<file path="src/rtl/vga_timing_gen.sv">
// Parametrised VGA timing generator: pixel-tick divider, H/V counters, pixel request and a
// latency-matched sync/DE/colour output pipeline. Define VGA_TEST_PATTERN_EN for 8 colour bars.
module vga_timing_gen #(
   parameter int unsigned CLK_DIV  = 4,
   parameter int unsigned H_ACTIVE = 640,
   parameter int unsigned H_FP     = 16,
   parameter int unsigned H_SYNC   = 96,
   parameter int unsigned H_BP     = 48,
   parameter int unsigned V_ACTIVE = 480,
   parameter int unsigned V_FP     = 10,
   parameter int unsigned V_SYNC   = 2,
   parameter int unsigned V_BP     = 33,
   parameter int unsigned HS_POL   = 0,
   parameter int unsigned VS_POL   = 0,
   parameter int unsigned COLOR_W  = 1,
   parameter int unsigned RD_LAT   = 1
) (
   input  logic                   sysclk,
   input  logic                   rst_n,
   input  logic                   enable,
   input  logic [3*COLOR_W-1:0]   pixel_data,
   output logic [10:0]            pixel_x,
   output logic [9:0]             pixel_y,
   output logic                   pixel_req,
   output logic [COLOR_W-1:0]     VGA_R,
   output logic [COLOR_W-1:0]     VGA_G,
   output logic [COLOR_W-1:0]     VGA_B,
   output logic                   VGA_HS,
   output logic                   VGA_VS,
   output logic                   VGA_DE,
   output logic                   frame_start,
   output logic                   pix_tick
);
   localparam int unsigned H_TOTAL  = H_ACTIVE + H_FP + H_SYNC + H_BP;
   localparam int unsigned V_TOTAL  = V_ACTIVE + V_FP + V_SYNC + V_BP;
   localparam int unsigned HS_START = H_ACTIVE + H_FP;
   localparam int unsigned VS_START = V_ACTIVE + V_FP;
   localparam int unsigned DIV_W    = (CLK_DIV > 1) ? $clog2(CLK_DIV) : 1;
`ifdef VGA_TEST_PATTERN_EN
   localparam int unsigned PW = 7;
`else
   localparam int unsigned PW = 4;
`endif

   // pipeline word: {[bar,] sof, de, vs, hs}; stage 0 is aligned with the request registers
   logic [DIV_W-1:0]     div_cnt_q, div_cnt_d;
   logic [10:0]          h_cnt_q, h_cnt_d, x_q, x_d;
   logic [9:0]           v_cnt_q, v_cnt_d, y_q, y_d;
   logic                 req_q, req_d;
   logic [PW-1:0]        dly_q [RD_LAT+1];
   logic [PW-1:0]        dly_d [RD_LAT+1];
   logic                 hs_o_q, hs_o_d, vs_o_q, vs_o_d, de_o_q, de_o_d, sof_o_q, sof_o_d;
   logic [3*COLOR_W-1:0] rgb_o_q, rgb_o_d;
   logic                 tick;
   logic                 h_act, v_act, hs_raw, vs_raw;
   logic [PW-1:0]        word_in, word_out;
   logic [3*COLOR_W-1:0] colour;

   always_comb begin
      tick   = enable && (div_cnt_q == DIV_W'(CLK_DIV - 1));
      h_act  = h_cnt_q < 11'(H_ACTIVE);
      v_act  = v_cnt_q < 10'(V_ACTIVE);
      hs_raw = (h_cnt_q >= 11'(HS_START)) && (h_cnt_q < 11'(HS_START + H_SYNC));
      vs_raw = (v_cnt_q >= 10'(VS_START)) && (v_cnt_q < 10'(VS_START + V_SYNC));
      word_out = dly_q[RD_LAT];
`ifdef VGA_TEST_PATTERN_EN
      word_in = {3'((32'(h_cnt_q) * 32'd8) / H_ACTIVE),
                 (h_cnt_q == '0) && (v_cnt_q == '0), h_act && v_act, vs_raw, hs_raw};
      colour  = {{COLOR_W{word_out[6]}}, {COLOR_W{word_out[5]}}, {COLOR_W{word_out[4]}}};
`else
      word_in = {(h_cnt_q == '0) && (v_cnt_q == '0), h_act && v_act, vs_raw, hs_raw};
      colour  = pixel_data;
`endif
   end

`ifdef VGA_TEST_PATTERN_EN
   logic pixel_data_unused;
   assign pixel_data_unused = ^pixel_data;
`endif

   always_comb begin
      div_cnt_d = div_cnt_q;
      h_cnt_d   = h_cnt_q;
      v_cnt_d   = v_cnt_q;
      req_d     = req_q;
      x_d       = x_q;
      y_d       = y_q;
      dly_d     = dly_q;
      hs_o_d    = hs_o_q;
      vs_o_d    = vs_o_q;
      de_o_d    = de_o_q;
      sof_o_d   = sof_o_q;
      rgb_o_d   = rgb_o_q;
      if (!enable) begin
         div_cnt_d = '0;
         h_cnt_d   = '0;
         v_cnt_d   = '0;
         req_d     = 1'b0;
         x_d       = '0;
         y_d       = '0;
         for (int unsigned k = 0; k <= RD_LAT; k++) dly_d[k] = '0;
         hs_o_d    = 1'b0;
         vs_o_d    = 1'b0;
         de_o_d    = 1'b0;
         sof_o_d   = 1'b0;
         rgb_o_d   = '0;
      end else if (tick) begin
         div_cnt_d = '0;
         if (h_cnt_q == 11'(H_TOTAL - 1)) begin
            h_cnt_d = '0;
            v_cnt_d = (v_cnt_q == 10'(V_TOTAL - 1)) ? '0 : v_cnt_q + 10'd1;
         end else begin
            h_cnt_d = h_cnt_q + 11'd1;
         end
         req_d    = h_act && v_act;
         x_d      = (h_act && v_act) ? h_cnt_q : '0;
         y_d      = (h_act && v_act) ? v_cnt_q : '0;
         dly_d[0] = word_in;
         for (int unsigned k = 1; k <= RD_LAT; k++) dly_d[k] = dly_q[k-1];
         hs_o_d   = word_out[0];
         vs_o_d   = word_out[1];
         de_o_d   = word_out[2];
         sof_o_d  = word_out[3];
         rgb_o_d  = word_out[2] ? colour : '0;
      end else begin
         div_cnt_d = div_cnt_q + 1'b1;
      end
   end

   always_ff @(posedge sysclk or negedge rst_n) begin
      if (!rst_n) begin
         div_cnt_q <= '0;
         h_cnt_q   <= '0;
         v_cnt_q   <= '0;
         req_q     <= 1'b0;
         x_q       <= '0;
         y_q       <= '0;
         for (int unsigned k = 0; k <= RD_LAT; k++) dly_q[k] <= '0;
         hs_o_q    <= 1'b0;
         vs_o_q    <= 1'b0;
         de_o_q    <= 1'b0;
         sof_o_q   <= 1'b0;
         rgb_o_q   <= '0;
      end else begin
         div_cnt_q <= div_cnt_d;
         h_cnt_q   <= h_cnt_d;
         v_cnt_q   <= v_cnt_d;
         req_q     <= req_d;
         x_q       <= x_d;
         y_q       <= y_d;
         dly_q     <= dly_d;
         hs_o_q    <= hs_o_d;
         vs_o_q    <= vs_o_d;
         de_o_q    <= de_o_d;
         sof_o_q   <= sof_o_d;
         rgb_o_q   <= rgb_o_d;
      end
   end

   assign pixel_x     = x_q;
   assign pixel_y     = y_q;
   assign pixel_req   = req_q;
   assign VGA_R       = rgb_o_q[3*COLOR_W-1 -: COLOR_W];
   assign VGA_G       = rgb_o_q[2*COLOR_W-1 -: COLOR_W];
   assign VGA_B       = rgb_o_q[COLOR_W-1 -: COLOR_W];
   assign VGA_HS      = hs_o_q ? 1'(HS_POL) : ~1'(HS_POL);
   assign VGA_VS      = vs_o_q ? 1'(VS_POL) : ~1'(VS_POL);
   assign VGA_DE      = de_o_q;
   // sof_o_q holds for a whole pixel period; qualify with the tick for a one-sysclk pulse
   assign frame_start = sof_o_q & tick;
   assign pix_tick    = tick;
endmodule

</file>
<file path="config.mk">
export PLATFORM = sky130hd
export DESIGN_NAME = vga_timing_gen
export DESIGN_NICKNAME = d
export VERILOG_FILES = /design/src/rtl/vga_timing_gen.sv
export SDC_FILE = /design/constraint.sdc
export NUM_CORES = 1
export LEC_CHECK = 0
export ABC_AREA = 0
export CORE_ASPECT_RATIO = 0.9
export CORE_UTILIZATION = 45
export DETAILED_ROUTE_END_ITERATION = 12
export PLACE_DENSITY = 0.67
export SYNTH_ARGS = -nofsm -noshare
export SYNTH_HDL_FRONTEND = slang
export SYNTH_SLANG_ARGS = --single-unit
export TNS_END_PERCENT = 100
</file>
<file path="constraint.sdc">
create_clock -name sysclk -period 2.5 [get_ports sysclk]
set_input_delay 0.375 -clock sysclk [delete_from_list [all_inputs] [get_ports sysclk]]
set_output_delay 0.375 -clock sysclk [all_outputs]
set_load 0.02 [all_outputs]
</file>
After elaboration in Yosys (flattened, before gate mapping)

Cells that the tools add are included.

Register bits after elaboration: 60
Bits of input ports: 6
Output and inout port bits: 30
Logic and storage cells: 68

Add/sub/neg operators: 3
Magnitude comparators: 6
Equal/unequal tests: 5
Mux-type cells: 32
Bitwise gates (word level): 1
Reduce and logical (&&, ||, !) cells: 8

Operators by type and width:

| cell                    | count |
|---|---|
| $mux W10                | 7 |
| $mux W11                | 6 |
| $lt A11 B10 Y1 const B  | 2 |
| $lt A10 B9 Y1 const B   | 2 |
| $mux W8                 | 2 |
| $mux W1                 | 12 |
| $add A11 B1 Y11 const B | 1 |
| $eq A11 B10 Y1 const B  | 1 |
| $ge A11 B10 Y1 const B  | 1 |
| $logic_not A11 Y1       | 1 |
| $add A10 B1 Y10 const B | 1 |
| $eq A10 B10 Y1 const B  | 1 |
| $ge A10 B9 Y1 const B   | 1 |
| $logic_not A10 Y1       | 1 |
| $mux W3                 | 3 |
| $logic_and A1 B1 Y1     | 5 |
| $mux W2                 | 2 |
| $ne A2 B1 Y1 const B    | 2 |
| $add A2 B1 Y2 const B   | 1 |
| $eq A2 B2 Y1 const B    | 1 |
| $reduce_and A2 Y1       | 1 |
| $and A1 B1 Y1           | 1 |

Depth between registers and ports, before layout

Gate-level depths: netlist (run 1).

Depth in word-level cells: 5
Mapped depth: 7
Gate-level depth less buffers: 6

Least setup slack after synthesis (run 1)

OpenSTA, ideal clock, no wires.

Path kind: register -> register
Start: reg h_cnt_q[5]
End: reg v_cnt_q[3]
Setup time: 92 ps
Data arrival time: 1891 ps
Data required time: 2408 ps
Slack: 518 ps
Stages on the path, launching flop included: 6
Buffers on the path: 1
Period minus slack after synthesis: 1982 ps
Path through: dfrtp_1 > buf_6 > or4b_4 > o41ai_4 > nand3_4 > o31ai_2

Longest elaborated chain between the ends: 3

RTL lines:

| what                        | line | RTL |
|---|---|---|
| start: declaration          | 47   | `logic [10:0] h_cnt_q, h_cnt_d, x_q, x_d;` |
| start signal: assignment    | 146  | `h_cnt_q <= h_cnt_d;` |
| $eq A11 B10 Y1              | 109  | `if (h_cnt_q == 11'(H_TOTAL - 1)) begin` |
| $ne A2 B1 Y1 (no line)      | -    |  |
| $reduce_and A2 Y1 (no line) | -    |  |
| end signal: assignment      | 147  | `v_cnt_q <= v_cnt_d;` |
| end: declaration            | 48   | `logic [9:0] v_cnt_q, v_cnt_d, y_q, y_d;` |

No other way between the ends.
A chain may end at the register's enable or synchronous reset.

Final worst setup path (run 1)

Start: reg div_cnt_q[0]
End: out pix_tick

Longest elaborated chain between the ends: 2

RTL lines:

| what                     | line | RTL |
|---|---|---|
| start: declaration       | 46   | `logic [DIV_W-1:0] div_cnt_q, div_cnt_d;` |
| start signal: assignment | 145  | `div_cnt_q <= div_cnt_d;` |
| $eq A2 B2 Y1             | 60   | `tick = enable && (div_cnt_q == DIV_W'(CLK_DIV - 1));` |
| $logic_and A1 B1 Y1      | 60   |  |
| end: declaration         | 32   | `output logic pix_tick` |

No other way between the ends.

==> Flow_metrics.wiki, run 1 <==
{| class="wikitable"
! Metric !! Value
|-
| Clock Root Buffer || sky130_fd_sc_hd__clkbuf_8
|-
| Flop-to-flop setup slack || 0.44 ns
|-
| Area occupied by registers || 1480 sq um
|-
| Run status || finished with violations
|-
| Avg WL per Cell || 16.1 microns
|-
| Fin Setup TNS || 0 ns
|-
| Cell variety after synth || 43
|-
| Antenna diodes || 0
|-
| Worst IR Drop VDD || 0.277 mV
|-
| Ys async rst share || 1.00
|-
| Worst slew margin relative to its limit || 0.500
|-
| Overflow after GRT || 0
|-
| Unrepaired setup endpoints after global routing || no
|-
| Cell taking the most area after synthesis || sky130_fd_sc_hd__dfrtp_1
|-
| Total number of yosys warnings || 0
|-
| Initial antenna violation count || 0
|-
| Top post-synthesis cells by area || sky130_fd_sc_hd__dfrtp_1 54%, sky130_fd_sc_hd__a22o_1 6.4%, sky130_fd_sc_hd__mux2i_1 2.9%
|-
| Overall Global Routing Usage || 0.208
|-
| Wire length of the first global-routing pass || 10200 microns
|-
| Max Slew Vio Count || 0
|-
| Capture point of the worst path || pix_tick
|-
| H-tree levels || 3
|-
| Mapped Nets || 264
|-
| Average instance area after synthesis || 10.9 sq um
|-
| Reg-to-reg critical path startpoint || h_cnt_q[6]
|-
| Drt drc || 4
|-
| Core Box Area || 5790 sq um
|-
| Worst reg2reg path endpoint || v_cnt_q[4]
|-
| Proportion of layout cells with a drive suffix above 1 || 0.113
|-
| Post-layout minimum cycle time || 2.28 ns
|-
| Cell count after synthesis || 253
|-
| Clock insertion delay at the later pin of the skew report || 0.34 ns
|-
| Nature of the critical path startpoint || flip-flop
|-
| Wire length reported by the detailed router || 5970 microns
|-
| Num CTS Buffers || 9
|-
| Iteration-0 DRC Markers || 120
|-
| Die Y || 76.1 microns
|-
| Power density relative to cell area || 529 nW/um^2
|-
| Setup-violating endpoint count in the final report || 0
|-
| Weighted congestion at the end of routability-driven global placement || 0.838
|-
| Static power due to leakage || 1.45 nW
|-
| Count of instances resized after the clock tree is built || 0
|-
| TritonCTS clock tree || built
|-
| Vias in the first global route || 2022
|-
| Required time at the worst-slack endpoint || 2.12 ns
|-
| Largest net degree at the start of global routing || 60
|-
| Depth of the worst register-to-register path || 4
|-
| Antenna Nets Post-Route || 0
|-
| Predominant post-synthesis flop cell || sky130_fd_sc_hd__dfrtp_1
|-
| Ports placed on the boundary || 36
|-
| Port Buffer Count || 35
|-
| Hpwl dp || 3960 microns
|-
| Starting density of the core || 0.474
|-
| Die W || 84.4 microns
|-
| Filler cell count in the final layout || 501
|-
| CTS Buffer Depth || 2
|-
| Count of flip-flops with a built-in enable after synthesis || 0
|-
| Cell row count || 26
|-
| Max-cap check violation count || 0
|-
| Via count of the routed design || 2130
|-
| Critical path arrival || 1.90 ns
|-
| Die Footprint || 6420 sq um
|-
| Fraction of the core area covered by cells at the end of the flow || 0.582
|-
| Classification of the worst-slack hold path || in -> async
|-
| Setup Skew || 0.00760 ns
|-
| Initial DRT Pass Iterations || 8
|-
| Synthesized cell area || 2750 sq um
|-
| Number of hold violations in the final report || 0
|-
| Hold-fix buffers, CTS || 0
|-
| Clock transition at the register clock pins on the worst setup and hold paths after CTS || 0.06 ns
|-
| Vias per cell || 5.76
|-
| Failing checks || DRC
|-
| Flop and latch count out of synthesis || 59
|-
| Part of the cycle the worst path needs || 0.911
|-
| Top cell type's share of synthesized area || 0.538
|-
| Kind of critical path || reg -> out
|-
| Worst Path Max Fanout || 8
|-
| Total area of multi-input combinational cells || 1170 sq um
|-
| Highest achievable clock rate || 439 MHz
|-
| Buffers inserted by post-CTS timing repair || 0
|-
| Area growth syn-to-layout || 22.7%
|-
| Clock Sink Count || 59
|-
| CP endpoint kind || output port
|-
| Slew @ Worst Pin || 0.751 ns
|-
| Register area share after synthesis || 0.538
|-
| Crit. Startpoint || div_cnt_q[0]
|-
| Nets || 307
|}
==> per-stage QoR <==
step	hold slack, ns	power, W	std cells	area (sq um)	setup WS, ns
3_3_place_gp	0.432	0.00108	355	3210	0.325
3_5_place_dp	0.451	0.00108	355	3210	0.253
4_1_cts	0.203	0.00181	370	3370	0.201
2_1_floorplan	0.0794	0.00103	253	2750	0.518
6_report	0.171	0.00178	370	3370	0.223
5_1_grt	0.251	0.00186	370	3370	0.124
==> synthesized netlist by cell type (2+ instances only) <==
master	n
sky130_fd_sc_hd__a32oi_1	2
sky130_fd_sc_hd__nand2_1	21
sky130_fd_sc_hd__a32o_1	2
sky130_fd_sc_hd__nand4_1	9
sky130_fd_sc_hd__a21boi_0	3
sky130_fd_sc_hd__buf_1	2
sky130_fd_sc_hd__or3_1	7
sky130_fd_sc_hd__a22o_1	20
sky130_fd_sc_hd__nand2b_1	2
sky130_fd_sc_hd__dfrtp_1	59
sky130_fd_sc_hd__nor2b_1	12
sky130_fd_sc_hd__o21ai_0	12
sky130_fd_sc_hd__nor4_1	4
sky130_fd_sc_hd__a21oi_1	5
sky130_fd_sc_hd__and2_1	8
sky130_fd_sc_hd__o31ai_1	2
sky130_fd_sc_hd__ha_1	5
sky130_fd_sc_hd__mux2i_1	8
sky130_fd_sc_hd__xor2_1	3
sky130_fd_sc_hd__nor3_1	3
sky130_fd_sc_hd__xnor2_1	3
sky130_fd_sc_hd__nand3_1	11
sky130_fd_sc_hd__nor2_1	6
sky130_fd_sc_hd__o211ai_1	3
sky130_fd_sc_hd__and3_1	3
sky130_fd_sc_hd__clkbuf_1	12
sky130_fd_sc_hd__inv_1	10
==> worst max-delay path: stages, from the launching register on <==
cell and delay, ns:
sky130_fd_sc_hd__dfrtp_1 0.36, sky130_fd_sc_hd__ha_1 0.33, sky130_fd_sc_hd__nand2_1 0.12, sky130_fd_sc_hd__inv_1 0.13, sky130_fd_sc_hd__clkdlybuf4s50_1 0.63
==> flip-flops by register name, indices dropped and copies added, names as in the netlist <==
name and cells:
h_cnt_q 11, pixel_x 11, pixel_y 10, v_cnt_q 10, word_out 4, dly_q 3
rgb_o_q 3, div_cnt_q 2, VGA_DE 1, hs_o_q 1, pixel_req 1, sof_o_q 1
vs_o_q 1
==> layout make-up <==
type                            count  area share
Clock buffer                       12      0.0431
Clock inverter                      3     0.00445
Inverter                           10      0.0111
Multi-Input combinational cell    168       0.346
Sequential cell                    59       0.438
Tap cell                           70      0.0260
Timing Repair Buffer               48       0.131
==> placed cells by master (no fill, tap or decap), types with 3 or more instances in the layout <==
| cell | instances |
|---|---|
| sky130_fd_sc_hd__inv_1 | 10 |
| sky130_fd_sc_hd__o211ai_1 | 3 |
| sky130_fd_sc_hd__mux2i_1 | 8 |
| sky130_fd_sc_hd__dfrtp_1 | 59 |
| sky130_fd_sc_hd__buf_4 | 13 |
| sky130_fd_sc_hd__clkdlybuf4s50_1 | 34 |
| sky130_fd_sc_hd__nor2b_1 | 11 |
| sky130_fd_sc_hd__and2_1 | 8 |
| sky130_fd_sc_hd__xor2_1 | 3 |
| sky130_fd_sc_hd__nand3_1 | 11 |
| sky130_fd_sc_hd__a21oi_1 | 5 |
| sky130_fd_sc_hd__nor4_1 | 4 |
| sky130_fd_sc_hd__nand4_1 | 9 |
| sky130_fd_sc_hd__o21ai_0 | 12 |
| sky130_fd_sc_hd__nor3_1 | 3 |
| sky130_fd_sc_hd__a22o_1 | 20 |
| sky130_fd_sc_hd__clkbuf_8 | 10 |
| sky130_fd_sc_hd__a21boi_0 | 3 |
| sky130_fd_sc_hd__nand2_1 | 21 |
| sky130_fd_sc_hd__xnor2_1 | 3 |
| sky130_fd_sc_hd__or3_1 | 7 |
| sky130_fd_sc_hd__ha_1 | 5 |
| sky130_fd_sc_hd__nor2_1 | 6 |
| sky130_fd_sc_hd__clkinv_2 | 3 |
| sky130_fd_sc_hd__and3_1 | 3 |
==> routing by layer <==
| layer | GRT usage | wire length [microns] |
|---|---|---|
| met5 | 0 | 0 |
| met4 | 0.0797 | 91 |
| met3 | 0.0661 | 296 |
| met2 | 0.314 | 2790 |
| met1 | 0.280 | 2790 |
==> power breakdown <==
part | leakage [nW] | total (W) | internal (W) | switching [W]
Sequential | 0.822 | 0.000966 | 0.000961 | 0.00000456
Clock | 0.0860 | 0.000720 | 0.000376 | 0.000344
Combinational | 0.543 | 0.0000953 | 0.0000332 | 0.0000621
Total | 1.45 | 0.00178 | 0.00137 | 0.000411
==> worst min path at each step <==
stage | startpoint | to | depth (start not counted)
6_report | rst_n | pixel_y[0] | 2
5_1_grt | rst_n | pixel_y[2] | 2
4_1_cts | rst_n | pixel_y[5] | 2
3_5_place_dp | div_cnt_q[0] | div_cnt_q[0] | 1
3_3_place_gp | div_cnt_q[0] | div_cnt_q[0] | 1
2_1_floorplan | rst_n | VGA_DE | 0
==> cell families after synthesis <==
group | synth area share
XOR/XNOR | 0.0191
buffers and inverters | 0.0387
flip-flops | 0.538
AO/OA/AOI/OAI | 0.160
multiplexers | 0.0292
AND/OR/NAND/NOR | 0.193
adder cells (fa/ha/maj) | 0.0228
Power figures use the tool's default switching activity.
==> inputs of run 2 (changes only) <==
CORE_ASPECT_RATIO = unset   (was 0.9)
RECOVER_POWER = 50   (was unset)
==> run 2 against run 1 <==
Effect of this change: the flow still finishes with violations (DRC); final area grew 2.4%; non-clock buffer count grew 1; clock power grew 49%; first-iteration DRC count grew 50%; total power grew 20%; combinational power shrank 4.3%; clock skew grew 0.00082 ns; hold slack gained 0.18 ns; critical path depth is the same; core utilization grew 0.094 points.
==> Flow_metrics.wiki, run 2 (synthesis results as in run 1) <==
{| class="wikitable"
! Metric !! Value
|-
| Weighted congestion at the end of routability-driven global placement || 0.783 (-6.6%)
|-
| Proportion of layout cells with a drive suffix above 1 || 0.109 (-0.00406)
|-
| Vias per cell || 5.60 (-2.6%)
|-
| Clock Root Buffer || sky130_fd_sc_hd__clkbuf_8
|-
| Buffers inserted by post-CTS timing repair || 0 (unchanged)
|-
| Hpwl dp || 3970 microns (+0.35%)
|-
| H-tree levels || 3 (unchanged)
|-
| Port Buffer Count || 35 (unchanged)
|-
| Cell row count || 28 (+7.7%)
|-
| Die W || 80.1 microns (-5.0%)
|-
| Static power due to leakage || 1.48 nW (+2.0%)
|-
| Die Y || 80.1 microns (+5.3%)
|-
| Depth of the worst register-to-register path || 4 (unchanged)
|-
| Iteration-0 DRC Markers || 180 (+50%)
|-
| Clock insertion delay at the later pin of the skew report || 0.35 ns (about the same)
|-
| Max-cap check violation count || 0 (unchanged)
|-
| Antenna Nets Post-Route || 0 (unchanged)
|-
| Wire length of the first global-routing pass || 9920 microns (-3.1%)
|-
| Clock transition at the register clock pins on the worst setup and hold paths after CTS || 0.07 ns (about the same)
|-
| Fin Setup TNS || 0 ns (unchanged)
|-
| TritonCTS clock tree || built
|-
| Setup Skew || 0.00842 ns (+0.000820 ns)
|-
| Relative contribution of the clock network to total power || 0.504 (+0.100)
|-
| Initial antenna violation count || 0 (unchanged)
|-
| Final worst hold slack || 0.349 ns (+0.179 ns)
|-
| Largest net degree at the start of global routing || 34 (-43%)
|-
| Vias in the first global route || 1978 (-2.2%)
|-
| Worst slew margin relative to its limit || 0.0387 (-0.461)
|-
| Worst IR Drop VDD || 0.467 mV (+68%)
|-
| CP endpoint kind || output port
|-
| Run status || finished with violations
|-
| Worst Path Max Fanout || 8 (unchanged)
|-
| Nature of the critical path startpoint || input port
|-
| Critical path arrival || 1.94 ns (+0.04 ns)
|-
| Drt drc || 1 (-3)
|-
| Starting density of the core || 0.464 (-0.0104)
|-
| Required time at the worst-slack endpoint || 2.12 ns (about the same)
|-
| Most common cell after layout, fill and taps aside || sky130_fd_sc_hd__dfrtp_1
|-
| Area growth syn-to-layout || 25.7%
|-
| Highest achievable clock rate || 431 MHz (-1.8%)
|-
| Overall Global Routing Usage || 0.213 (+0.00576)
|-
| Avg WL per Cell || 15.9 microns (-1.7%)
|-
| Relative contribution of combinational cells to total power || 0.043 (-0.010)
|-
| Power density relative to cell area || 617 nW/um^2 (+17%)
|-
| Unrepaired setup endpoints after global routing || no
|-
| CTS Buffer Depth || 2 (unchanged)
|-
| Part of the cycle the worst path needs || 0.927 (+0.0164)
|-
| Failing checks || DRC
|-
| Net Switching || 0.000454 W (+10%)
|-
| Setup-violating endpoint count in the final report || 0 (unchanged)
|-
| Via count of the routed design || 2113 (-0.80%)
|-
| Classification of the worst-slack hold path || in -> async
|-
| Net switching share of the total power || 0.213 (-0.0179)
|-
| Kind of critical path || in -> out
|-
| Num CTS Buffers || 9 (unchanged)
|-
| Count of instances resized after the clock tree is built || 0 (unchanged)
|-
| Overflow after GRT || 0 (unchanged)
|-
| Post-layout minimum cycle time || 2.32 ns (+0.0410 ns)
|-
| Initial DRT Pass Iterations || 8 (unchanged)
|-
| Clock Sink Count || 59 (unchanged)
|-
| Core Box Area || 5920 sq um (+2.2%)
|-
| Wire length reported by the detailed router || 5980 microns (+0.18%)
|-
| Number of hold violations in the final report || 0 (unchanged)
|-
| Hold-fix buffers, CTS || 0 (unchanged)
|-
| Slew @ Worst Pin || 1.44 ns (+0.691 ns)
|-
| Nets || 308 (+0.33%)
|-
| Antenna diodes || 0 (unchanged)
|-
| Ports placed on the boundary || 36 (unchanged)
|-
| Max Slew Vio Count || 0 (unchanged)
|-
| Leading cell types in the layout, fill and taps excluded || 59 x sky130_fd_sc_hd__dfrtp_1, 33 x sky130_fd_sc_hd__clkdlybuf4s50_1, 21 x sky130_fd_sc_hd__nand2_1, 20 x sky130_fd_sc_hd__a22o_1
|-
| Proportion of power drawn by flip-flops and latches || 0.453 (-0.089)
|-
| Internal power consumption || 0.00168 W (+22%)
|-
| Die Footprint || 6420 sq um (about the same)
|}
[run 2: path summary, 6_finish.rpt]
check,slack (ns),end,startpoint
worst max-delay path,0.18,pix_tick,enable
worst min-delay path,0.35,v_cnt_q[0],rst_n
worst max register to register,0.40,v_cnt_q[4],h_cnt_q[9]
worst min register to register,0.44,div_cnt_q[0],div_cnt_q[0]
max in group asynchronous,0.69,dly_q[7],rst_n
min in group sysclk,0.44,div_cnt_q[0],div_cnt_q[0]
[run 2: power groups by stage]
stage	combinational (W)	clock [W]	sequential (W)
finish	0.0000912	0.00107	0.000965
detailed placement	0.0000983	0	0.000983
global route	0.000102	0.00113	0.000965
global placement	0.0000994	0	0.000983
floorplan	0.0000421	0	0.000983
CTS	0.0000990	0.00109	0.000965
[run 2: layout make-up]
| type | instances | area [sq um] |
|---|---|---|
| sequential | 59 | 1480 |
| inverter | 10 | 37.5 |
| fill | 501 | 2470 |
| timing repair buffer | 49 | 439 |
| clock inverter | 5 | 100 |
| clock buffer | 11 | 141 |
| tap | 75 | 93.8 |
| multi-input combinational | 168 | 1160 |
[run 2: routing by layer]
layer  track usage  vias to the layer above  part of all wire
met5             0                        -                 0
met4         0.129                        0             0.026
met3        0.0455                       12             0.035
met2         0.315                       47              0.44
met1         0.286                     1040              0.50
li1              -                     1014                 -
[run 2: stage by stage]
stage	instance area [sq um]	util	worst slack (ns)	instances	power, W
2_1_floorplan	2750	-	0.518	253	0.00103
3_3_place_gp	3240	0.547	0.273	361	0.00108
3_5_place_dp	3240	0.547	0.259	361	0.00108
4_1_cts	3480	0.587	0.212	377	0.00216
5_1_grt	3450	0.583	0.109	377	0.00219
6_report	3450	0.583	0.182	377	0.00213
[run 2: worst max-delay path, cell delays in order]
cell and delay [ns]:
sky130_fd_sc_hd__dlygate4sd3_1 0.69, sky130_fd_sc_hd__nand2_1 0.13, sky130_fd_sc_hd__inv_1 0.12, sky130_fd_sc_hd__clkdlybuf4s50_1 0.62
==> inputs of run 3 (changes only) <==
==> constraint.sdc (replaced) <==
create_clock -name sysclk -period 2.5 [get_ports sysclk]
set_input_delay 0.625 -clock sysclk [delete_from_list [all_inputs] [get_ports sysclk]]
set_output_delay 0.625 -clock sysclk [all_outputs]
set_load 0.02 [all_outputs]
==> run 3 against run 2 <==
Effect of this change: the run now ends clean; hold slack improved by 0.088 ns; routed wire length fell by 1.8%; final cell count did not move; critical endpoint unchanged; largest cell class unchanged; largest power group is now sequential cells.
==> Flow_metrics.wiki, run 3 (synthesis results as in run 1) <==
{| class="wikitable"
! Metric !! Value
|-
| Run status || completed
|-
| CTS Buffer Depth || 2 (unchanged)
|-
| Antenna Nets Post-Route || 0 (unchanged)
|-
| Max Slew Vio Count || 0 (unchanged)
|-
| Nature of the critical path startpoint || input port
|-
| Classification of the worst-slack hold path || reg -> reg
|-
| Cell row count || 28 (unchanged)
|-
| Worst reg2reg path endpoint || v_cnt_q[4]
|-
| Avg WL per Cell || 15.6 microns (-1.8%)
|-
| Nets || 309 (+0.32%)
|-
| Fin area || 3400 sq um (-1.5%)
|-
| Power density relative to cell area || 527 nW/um^2 (-15%)
|-
| Via count of the routed design || 2105 (-0.38%)
|-
| H-tree levels || 3 (unchanged)
|-
| Instance area after placement || 3260 sq um (+0.62%)
|-
| Clock Sink Count || 59 (unchanged)
|-
| Depth of the worst register-to-register path || 4 (unchanged)
|-
| Wire length reported by the detailed router || 5880 microns (-1.8%)
|-
| Highest achievable clock rate || 426 MHz (-1.3%)
|-
| CP endpoint kind || output port
|-
| Vias per cell || 5.58 (-0.38%)
|-
| Number of hold violations in the final report || 0 (unchanged)
|-
| Biggest cell delay along the critical path || 0.53 ns (-0.16 ns)
|-
| Clock Root Buffer || sky130_fd_sc_hd__clkbuf_8
|-
| Filler cell count in the final layout || 544 (+8.6%)
|-
| Flop-to-flop setup slack || 0.26 ns (-0.14 ns)
|-
| TritonCTS clock tree || built
|-
| Gate family responsible for the most delay along the worst path || buffers and inverters
|-
| Die Footprint || 6420 sq um (unchanged)
|-
| Leading cell types in the layout, fill and taps excluded || 59 x sky130_fd_sc_hd__dfrtp_1, 32 x sky130_fd_sc_hd__clkdlybuf4s50_1, 21 x sky130_fd_sc_hd__nand2_1, 20 x sky130_fd_sc_hd__a22o_1
|-
| Core Box Area || 5920 sq um (unchanged)
|-
| Overall Global Routing Usage || 0.214 (+0.000998)
|-
| Die W || 80.1 microns (unchanged)
|-
| Pre-CTS setup slack || -0.125 ns (-0.385 ns)
|-
| Static power due to leakage || 1.46 nW (-1.1%)
|-
| Clock transition at the register clock pins on the worst setup and hold paths after CTS || 0.06 ns (about the same)
|-
| Net switching share of the total power || 0.235 (+0.0216)
|-
| Crit path setup slack, layout || 0.152 ns (-0.0304 ns)
|-
| Min-Delay Endpoint || div_cnt_q[0]
|-
| Weighted congestion at the end of routability-driven global placement || 0.794 (+1.3%)
|-
| Area occupied by registers || 1480 sq um (unchanged)
|-
| Area growth syn-to-layout || 23.8%
|-
| Iteration-0 DRC Markers || 159 (-12%)
|-
| Clock insertion delay at the later pin of the skew report || 0.34 ns (about the same)
|-
| Worst Path Max Fanout || 4 (-4)
|-
| Total power || 0.00179 W (-16%)
|-
| Buffering stage count on the worst path with inverters included || 3 (unchanged)
|-
| Cell with the largest stage delay on the worst path || sky130_fd_sc_hd__clkdlybuf4s50_1
|-
| Overflow after GRT || 0 (unchanged)
|-
| Setup-violating endpoint count in the final report || 0 (unchanged)
|-
| Reg-to-reg critical path startpoint || h_cnt_q[9]
|-
| Worst slew margin relative to its limit || 0.0503 (+0.0116)
|-
| Largest net degree at the start of global routing || 36 (+5.9%)
|-
| Slew @ Worst Pin || 1.42 ns (-0.0174 ns)
|-
| Max-cap check violation count || 0 (unchanged)
|-
| Number of stages on the worst setup path || 4 (unchanged)
|-
| Hpwl dp || 3970 microns (about the same)
|-
| Required time at the worst-slack endpoint || 1.88 ns (-0.24 ns)
|-
| Post-layout minimum cycle time || 2.35 ns (+0.0304 ns)
|-
| Part of the cycle the worst path needs || 0.939 (+0.0122)
|-
| Unrepaired setup endpoints after global routing || no
|-
| Proportion of power drawn by flip-flops and latches || 0.539 (+0.086)
|-
| Antenna diodes || 0 (unchanged)
|-
| Port Buffer Count || 35 (unchanged)
|-
| Die Y || 80.1 microns (unchanged)
|-
| Proportion of layout cells with a drive suffix above 1 || 0.106 (-0.00331)
|-
| Vias in the first global route || 2024 (+2.3%)
|-
| Relative contribution of the clock network to total power || 0.408 (-0.096)
|-
| Critical path arrival || 1.72 ns (-0.22 ns)
|-
| Initial DRT Pass Iterations || 4 (-4)
|-
| Total area of multi-input combinational cells || 1160 sq um (unchanged)
|-
| Net Switching || 0.000420 W (-7.4%)
|-
| Num CTS Buffers || 9 (unchanged)
|-
| Hold_sp || div_cnt_q[0]
|-
| Relative contribution of combinational cells to total power || 0.053 (+0.010)
|-
| Ports placed on the boundary || 36 (unchanged)
|-
| Drt drc || 0 (-1)
|-
| Buffers inserted by post-CTS timing repair || 0 (unchanged)
|-
| Wire length of the first global-routing pass || 10100 microns (+2.3%)
|-
| Initial antenna violation count || 0 (unchanged)
|-
| Worst hold path depth || 1
|-
| Setup Skew || 0.00938 ns (+0.000964 ns)
|-
| Starting density of the core || 0.464 (unchanged)
|-
| Worst IR Drop VDD || 0.283 mV (-39%)
|-
| Most common cell after layout, fill and taps aside || sky130_fd_sc_hd__dfrtp_1
|-
| Kind of critical path || in -> out
|-
| Cell Chain, Critical Path || clkdlybuf4s50_1, nand2_1, inv_1, dlygate4sd2_1
|-
| Internal power consumption || 0.00137 W (-18%)
|}
run 3: per-layer routing:
metal | vias up | part of all wire | global-route usage
met4 | 0 | 0.018 | 0.0875
met1 | 1038 | 0.49 | 0.303
li1 | 1014 | - | -
met5 | - | 0 | 0
met2 | 42 | 0.45 | 0.313
met3 | 11 | 0.038 | 0.0545
run 3: area by class of cell:
cell class | count | share of cell area
Clock buffer | 12 | 0.0427
Clock inverter | 3 | 0.00442
Inverter | 10 | 0.0110
Multi-Input combinational cell | 168 | 0.342
Sequential cell | 59 | 0.434
Tap cell | 75 | 0.0276
Timing Repair Buffer | 50 | 0.138
run 3: power by group through the flow:
stage	registers, W	clock network, W	logic [W]
after detailed placement	0.000983	0	0.0000998
after global routing	0.000966	0.000789	0.000107
after floorplan	0.000983	0	0.0000421
after global placement	0.000983	0	0.0000994
final	0.000966	0.000730	0.0000948
after CTS	0.000966	0.000750	0.0000999
run 3: repair_timing:
action	in CTS	in global routing
endpoints found under the setup margin	2	0
hold buffers	0	0
gates resized for setup	2	0
run 3: stage by stage:
stage | util | std cells | hold slack [ns] | TNS, ns
after global placement | 0.550 | 362 | 0.422 | -0.239
after CTS | 0.577 | 377 | 0.294 | 0
final | 0.574 | 377 | 0.437 | 0
after floorplan | - | 253 | 0.329 | 0
after detailed placement | 0.550 | 362 | 0.427 | -0.203
after global routing | 0.574 | 377 | 0.467 | 0
run 3: worst max-delay path by stage:
stage	start	endpoint	slack, ns
3_5_place_dp	enable	pix_tick	-0.13
3_3_place_gp	enable	pix_tick	-0.15
2_1_floorplan	div_cnt_q[0]	frame_start	0.44
6_report	enable	pix_tick	0.15
5_1_grt	enable	pix_tick	0.08
4_1_cts	enable	pix_tick	0.14
